### src/rtl/win_avg_filter.sv
// Windowed averager: BLOCK (one mean per N samples) or SLIDING (moving mean) over N = 2**LOG2N samples.
// Optional ROUND_EN macro selects round-half-up instead of truncation for the result.
module win_avg_filter #(
  parameter int DW    = 4,
  parameter int LOG2N = 2
) (
  input  logic             clk_2,
  input  logic             rst,
  input  logic             clr,
  input  logic             mode,
  input  logic             req,
  input  logic [DW-1:0]    data,
  output logic [DW-1:0]    avg,
  output logic             avg_vld,
  output logic [LOG2N:0]   fill
);

  localparam int AW = DW + LOG2N;
  localparam int N  = 1 << LOG2N;
  localparam int FW = LOG2N + 1;

  typedef enum logic [1:0] {IDLE, FILL, RUN} state_t;

  state_t              state;
  logic                mode_q;
  logic [AW-1:0]       acc;
  logic [LOG2N-1:0]    wr_ptr;
  logic [DW-1:0]       win_buf [N];

  logic                mode_chg;
  logic                eff_mode;
  logic                last;
  logic [AW-1:0]       sum_blk;
  logic [AW-1:0]       sum_sld;
  logic [AW-1:0]       sum;
  logic [DW-1:0]       res;

  always_comb begin
    mode_chg = (state != IDLE) && (mode != mode_q);
    eff_mode = (state == IDLE) ? mode : mode_q;
    last     = (fill == FW'(N - 1));
    sum_blk  = acc + AW'(data);
    // Modular AW-bit arithmetic: the add may wrap transiently, the subtract brings it back in range.
    sum_sld  = acc + AW'(data) - AW'(win_buf[wr_ptr]);
    sum      = eff_mode ? sum_sld : sum_blk;
`ifdef ROUND_EN
    res      = DW'((sum + AW'(N / 2)) >> LOG2N);
`else
    res      = DW'(sum >> LOG2N);
`endif
  end

  always_ff @(posedge clk_2 or posedge rst) begin
    if (rst) begin
      state   <= IDLE;
      mode_q  <= 1'b0;
      acc     <= '0;
      wr_ptr  <= '0;
      fill    <= '0;
      avg     <= '0;
      avg_vld <= 1'b0;
      for (int unsigned i = 0; i < N; i++) win_buf[i] <= '0;
    end else if (clr || mode_chg) begin
      state   <= IDLE;
      acc     <= '0;
      wr_ptr  <= '0;
      fill    <= '0;
      avg_vld <= 1'b0;
      for (int unsigned i = 0; i < N; i++) win_buf[i] <= '0;
    end else begin
      avg_vld <= 1'b0;
      if (req) begin
        if (state == IDLE) mode_q <= mode;
        if (eff_mode) begin
          acc             <= sum_sld;
          win_buf[wr_ptr] <= data;
          wr_ptr          <= wr_ptr + 1'b1;
        end else begin
          acc <= (last && state != RUN) ? '0 : sum_blk;
        end
        if (state == RUN) begin
          avg     <= res;
          avg_vld <= 1'b1;
        end else if (last) begin
          avg     <= res;
          avg_vld <= 1'b1;
          if (eff_mode) begin
            state <= RUN;
            fill  <= fill + 1'b1;
          end else begin
            state <= IDLE;
            fill  <= '0;
          end
        end else begin
          state <= FILL;
          fill  <= fill + 1'b1;
        end
      end
    end
  end

endmodule
### config.mk
export PLATFORM = sky130hd
export DESIGN_NAME = win_avg_filter
export DESIGN_NICKNAME = d
export VERILOG_FILES = /design/src/rtl/win_avg_filter.sv
export SDC_FILE = /design/constraint.sdc
export NUM_CORES = 1
export LEC_CHECK = 0
export CORE_UTILIZATION = 48
export CTS_CLUSTER_SIZE = 10
export DETAILED_ROUTE_END_ITERATION = 16
export GPL_ROUTABILITY_DRIVEN = 0
export PLACE_DENSITY_LB_ADDON = 0.05
export SLEW_MARGIN = 40
export SYNTH_ARGS = -nofsm -noshare
export SYNTH_HDL_FRONTEND = slang
export SYNTH_SLANG_ARGS = --single-unit
### constraint.sdc
create_clock -name clk_2 -period 2.9 [get_ports clk_2]
set_clock_uncertainty 0.05 [all_clocks]
set_input_delay 0.435 -clock clk_2 [delete_from_list [all_inputs] [get_ports clk_2]]
set_output_delay 0.435 -clock clk_2 [all_outputs]
set_load 0.01 [all_outputs]
==> Word level (Yosys, flattened, before mapping) <==
Index checks and enable logic that the tools add are counted.
{ "word_totals": {"out_inout_bits": 8, "register_bits": 35, "in_bits": 9} }
{ "op_classes": {"n_lt_le_gt_ge": 2, "n_bitwise": 2, "n_mux": 34, "addsub": 4, "n_reduce_logical": 13, "n_eq_ne": 5} }
{ "ops": {"columns": ["cell", "count"], "rows": [
  ["two-way mux 16 bit", 3],
  ["two-way mux 6 bit", 5],
  ["two-way mux 4 bit", 5],
  ["bitwise mux 16 bit", 1],
  ["two-way mux 2 bit", 8],
  ["two-way mux 3 bit", 5],
  ["binary-select mux 4 bit (select 2 bit)", 1],
  ["demux 4 bit (select 2 bit)", 1],
  ["nonzero test 2 bit", 4],
  ["adder 6 x 4 -> 6 bit", 1],
  ["AND reduction 2 bit", 3],
  ["subtractor 6 x 4 -> 6 bit", 1],
  ["two-way mux 1 bit", 5],
  ["!= test 2 bit, second input constant", 2],
  ["adder 3 x 1 -> 3 bit, second input constant", 1],
  ["== test 3 x 2 -> 1 bit, second input constant", 1],
  ["greater-or-equal comparator 3 bit, second input constant", 1],
  ["logical AND 1 bit", 3],
  ["< comparator 3 x 1 -> 1 bit, second input constant", 1],
  ["inverter 2 -> 3 bit", 1],
  ["AND reduction 3 bit", 1],
  ["adder 2 x 1 -> 2 bit, second input constant", 1],
  ["== test 2 bit, second input constant", 1],
  ["zero test 2 bit", 1],
  ["other kinds (3)", 3]
]} }

==> Depth between registers and ports, before layout <==
{ "logic_depth": {"ltp_word": 9, "depth_mapped": 10, "ltp_nobuf": 10} }

==> Least setup slack after synthesis <==
Ideal clock, no wire load.
{ "synth_path": {"path_type": "reg2reg", "start": "register wr_ptr[0]", "end": "register acc[3]", "required_ns": 2.763, "setup_slack_ns": 0.347, "path_buffers": 1, "arrival_ns": 2.417, "path_stages_with_launch": 10, "synth_period_minus_slack_ns": 2.553, "cell_sequence": "dfrtp_1 > clkbuf_1 > mux4_2 > inv_1 > ha_1 > nor2b_1 > or3_1 > a221oi_2 > a21oi_1 > a211oi_2"} }
{ "synth_via": {"elab_chain_len": 8} }
{ "synth_lines": {"columns": ["element", "line", "rtl"], "rows": [
  ["start, declared", "27", "logic [LOG2N-1:0] wr_ptr;"],
  ["start signal, assigned", "77", "wr_ptr <= wr_ptr + 1'b1;"],
  ["inverter 2 -> 3 bit (not written as such)", "44", "sum_sld = acc + AW'(data) - AW'(win_buf[wr_ptr]);"],
  ["binary-select mux 4 bit (select 2 bit)", "44", null],
  ["two-way mux 4 bit (not written as such) (2 in a row)", "44", null],
  ["subtractor 6 x 4 -> 6 bit", "44", null],
  ["two-way mux 6 bit", "74", "if (eff_mode) begin"],
  ["two-way mux 6 bit", "72", "if (req) begin"],
  ["two-way mux 6 bit", "63", "end else if (clr || mode_chg) begin"],
  ["end signal, assigned", "75", "acc <= sum_sld;"],
  ["end signal, assigned", "79", "acc <= (last && state != RUN) ? '0 : sum_blk;"],
  ["end, declared", "26", "logic [AW-1:0] acc;"]
]} }
No other way between the ends. The select of a mux whose other input is x is not followed.
A chain may end at the register's enable or synchronous reset.

==> Worst setup path after layout <==
{ "layout_path": {"start": "input port data[2]", "end": "register avg[3]"} }
{ "layout_via": {"elab_chain_len": 5} }
{ "layout_lines": {"columns": ["element", "line", "rtl"], "rows": [
  ["start, declared", "12", "input logic [DW-1:0] data,"],
  ["adder 6 x 4 -> 6 bit (*)", "42, 44", null],
  ["subtractor 6 x 4 -> 6 bit", "44", null],
  ["two-way mux 6 bit (*)", "45", "sum = eff_mode ? sum_sld : sum_blk;"],
  ["two-way mux 4 bit", "84", "end else if (last) begin"],
  ["two-way mux 4 bit (*)", "81", "if (state == RUN) begin"],
  ["end signal, assigned", "82", "avg <= res;"],
  ["end signal, assigned", "85", "avg <= res;"],
  ["end, declared", "13", "output logic [DW-1:0] avg,"]
]} }
Mark *: on every way between the ends. The rest lies on a longest branch, timed or not. The select of a mux whose other input is x is not followed.

==> impl_results.md <==
- Worst Path Required: 3.02 ns
- Power Density: about 560 mW/mm^2
- CP max FO: 5
- Die H: 67.6 um
- Synthesized instance count: between 150 and 200
- Core area: 0.00406 sq mm
- WHS: 0.445 ns
- Worst path slowest cell: clkdlybuf4s50_1
- Min-Delay Path Depth: 2
- FILL cells: 342
- Starting Density: 51.0%
- Fin crit period: 2.69 ns
- Vias per cell: 5.93
- Final WL: 4530 um
- Io pins: 17
- First-pass GRT wire length: 7630 um
- Hold Path Sink: avg[2]$_DFFE_PP0P_
- Diode count: 0
- Slowest stage delay, CP: around 0.5 ns
- Final antenna-violating net count: 0
- DRT Pass-1 Iters: 4
- Most frequent cell after synthesis: dfrtp_1
- Number of global-route vias before repair: 1616
- Crit path DAT: 2.81 ns
- Max Root-Sink Buffers: 2
- Synthesis warning total: 0
- Seq. cell area: 876 sq um
- Starting DRT DRC Count: 115
- Grt ovf: 0
- R2R cell count: 8
- Top FF cell, synth: dfrtp_1
- Synth area leader: dfrtp_1
- Top post-synthesis cells by area: dfrtp_1 42%, ha_1 7.9%, a32o_1 7.7%, mux4_2 4.4%, a21oi_1 3.6%
- Area occupied by multi-input gates: ~0.0011 sq mm
- Synth cell count leaders: 35 x dfrtp_1, 17 x nand2_1, 16 x a32o_1
- Critical path buffer and inverter count: 1
- Cell variety after synth: 40
- Final Hold Fails: 0
- Reg2Reg Setup Slack: 0.27 ns
- Reg clk slew, reported paths: approximately 0.07 ns
- Final worst path period share: 92.9%
- Mapped cell area: 0.00207 sq mm
- Post-synth EDFFs: 0
- Critical Path End Type: flip-flop
- Rel. slew slack: 68.2%
- IO Port Bufs: 16
- Syn_nets: 220
- Max H-tree Level: 2
- Final Max Tran Viols: 0
- Register bit count reported by yosys: 35
- Routed WL per cell: between 15 and 20 um
- Rows: 23
- Largest net degree at the start of global routing: 36
- Core Util, Final: 60.1%
- Critical Path, Cell by Cell: clkdlybuf4s50_1 -> ha_1 -> a21oi_1 -> xnor2_1 -> ha_1 -> o21a_1 -> o31ai_2 -> o211ai_1 -> xnor2_1 -> mux2_2
- Max VDD drop: 235 uV
- Dpl hpwl: 3430 um
- Min-delay src: avg[2]$_DFFE_PP0P_
- RSZ-0062 raised after global routing: no
- CP Launch Type: input port
- Sink Count: 35
- Status: finished clean
- Reg2reg start: wr_ptr[0]$_DFFE_PP0P_
- Max Fclk: around 370 MHz
- CTS tree: done
- Largest delay share family, worst path: adder cells
- Slew @ Worst Pin: 0.477 ns
- Post-CTS setup repair buffer count: 0
- Final net count: 249
- Die ar.: between 0.004 and 0.005 sq mm
- Root Driver: clkbuf_8
- Vias: 1638
- Reg2reg end: acc[3]$_DFFE_PP0P_
- P_leak: 0.00111 uW
- Min-delay worst type: reg -> reg
- Num CTS Buffers: 5
- Die W: 67.6 um
- Post-synthesis sequential area ratio: 42.3%
- DRC: 0
- Synthesized area per cell: between 10 and 15 sq um
- Layout area overhead: 18.0%
- Post-synth ARST share: between 90% and 100%
- Kind of critical path: in -> reg
- Share of the synthesized area in the top cell type: 42.3%
- GRT Util Overall: 23.2%
- Initial antenna violation count: 0
- Clock latency on the worst-skew pair: 0.28 ns
- Share of cells above drive strength 1: 15.9%
- # Max-Cap Violations: 0
- Final setup fails: 0
how the worst max path moves through the flow:
| stage | startpoint | endpoint | depth (start not counted) |
|---|---|---|---|
| detailed placement | data[0] | avg[3]$_DFFE_PP0P_ | 9 |
| floorplan | wr_ptr[0]$_DFFE_PP0P_ | acc[3]$_DFFE_PP0P_ | 9 |
| global route | data[2] | acc[3]$_DFFE_PP0P_ | 10 |
| global placement | data[0] | avg[3]$_DFFE_PP0P_ | 9 |
| CTS | data[0] | acc[3]$_DFFE_PP0P_ | 10 |
| finish | data[2] | avg[3]$_DFFE_PP0P_ | 10 |
layout make-up:
| class | instances | area share, % |
|---|---|---|
| clock inverter | 1 | 0.205 |
| clock buffer | 7 | 3.13 |
| timing repair buffer | 28 | 10.5 |
| tap | 50 | 2.56 |
| inverter | 12 | 1.85 |
| sequential | 35 | 35.9 |
| multi-input combinational | 143 | 45.9 |
power by group:
| part | switching (uW) | internal (uW) | leakage, uW |
|---|---|---|---|
| clock | 171 | 169 | 0.0000422 |
| sequential | 34.7 | 523 | 0.000480 |
| combinational | 253 | 224 | 0.000584 |
repair_timing:
item,CTS,global route
setup endpoints to repair,1,6
endpoints found under the hold margin,0,0
gates cloned,0,0
resized for setup,1,3
hold buffers,0,0
metrics by stage:
step           setup WS [ns]  power (uW)  cell area [sq um]  TNS [ns]  instances
3_3_place_gp          -0.221        1020               2340     -1.16        268
3_5_place_dp          -0.358        1030               2340     -1.73        268
6_report               0.206        1370               2440         0        276
4_1_cts               0.0111        1380               2430         0        276
5_1_grt               0.0513        1460               2440         0        276
2_1_floorplan          0.347         869               2070         0        196
state kept, by name, summed over array words and instances, names as in the netlist:
signal   cells
win_buf     16
acc          6
avg          4
fill         3
state        2
wr_ptr       2
avg_vld      1
mode_q       1
metal layers:
layer | global-route usage [%] | part of all wire (%) | routed length [um]
met5 | 0 | 0 | 0
met4 | 6.91 | 0.71 | 32
met3 | 5.07 | 3.7 | 169
met2 | 38.0 | 51 | 2290
met1 | 30.4 | 45 | 2030
cell usage in the layout, fill, tap and decap left out, drive strengths merged, types with 3 or more instances in the layout:
cell type,Yosys,layout
a211oi,4,4
a21o,3,3
a21oi,15,15
a31oi,4,4
a32o,16,16
and3,3,3
buf,4,12
clkbuf,2,7
clkdlybuf4s50,0,14
dfrtp,35,35
ha,13,13
inv,12,12
mux4,4,4
nand2,17,17
nand3,5,5
nor2,12,12
nor2b,5,5
nor3,3,3
o21ai,10,10
xnor2,4,4
xor2,4,4
cells by family (layout without fill, tap and decap cells):
kind of cell | Yosys count | in the layout | share of synthesized area, %
XOR/XNOR | 8 | 8 | 3.39
flip-flops | 35 | 35 | 42.3
adder cells (fa/ha/maj) | 15 | 15 | 9.80
AO/OA/AOI/OAI | 63 | 63 | 22.7
buffers and inverters | 18 | 48 | 4.11
multiplexers | 5 | 5 | 4.90
AND/OR/NAND/NOR | 52 | 52 | 12.7
worst min-delay path: stages, from the launching register on:
cell and delay (ns):
dfrtp_1 0.35, nand2_1 0.04, o21ai_0 0.07
No activity file was read; power rests on OpenSTA's default activity.
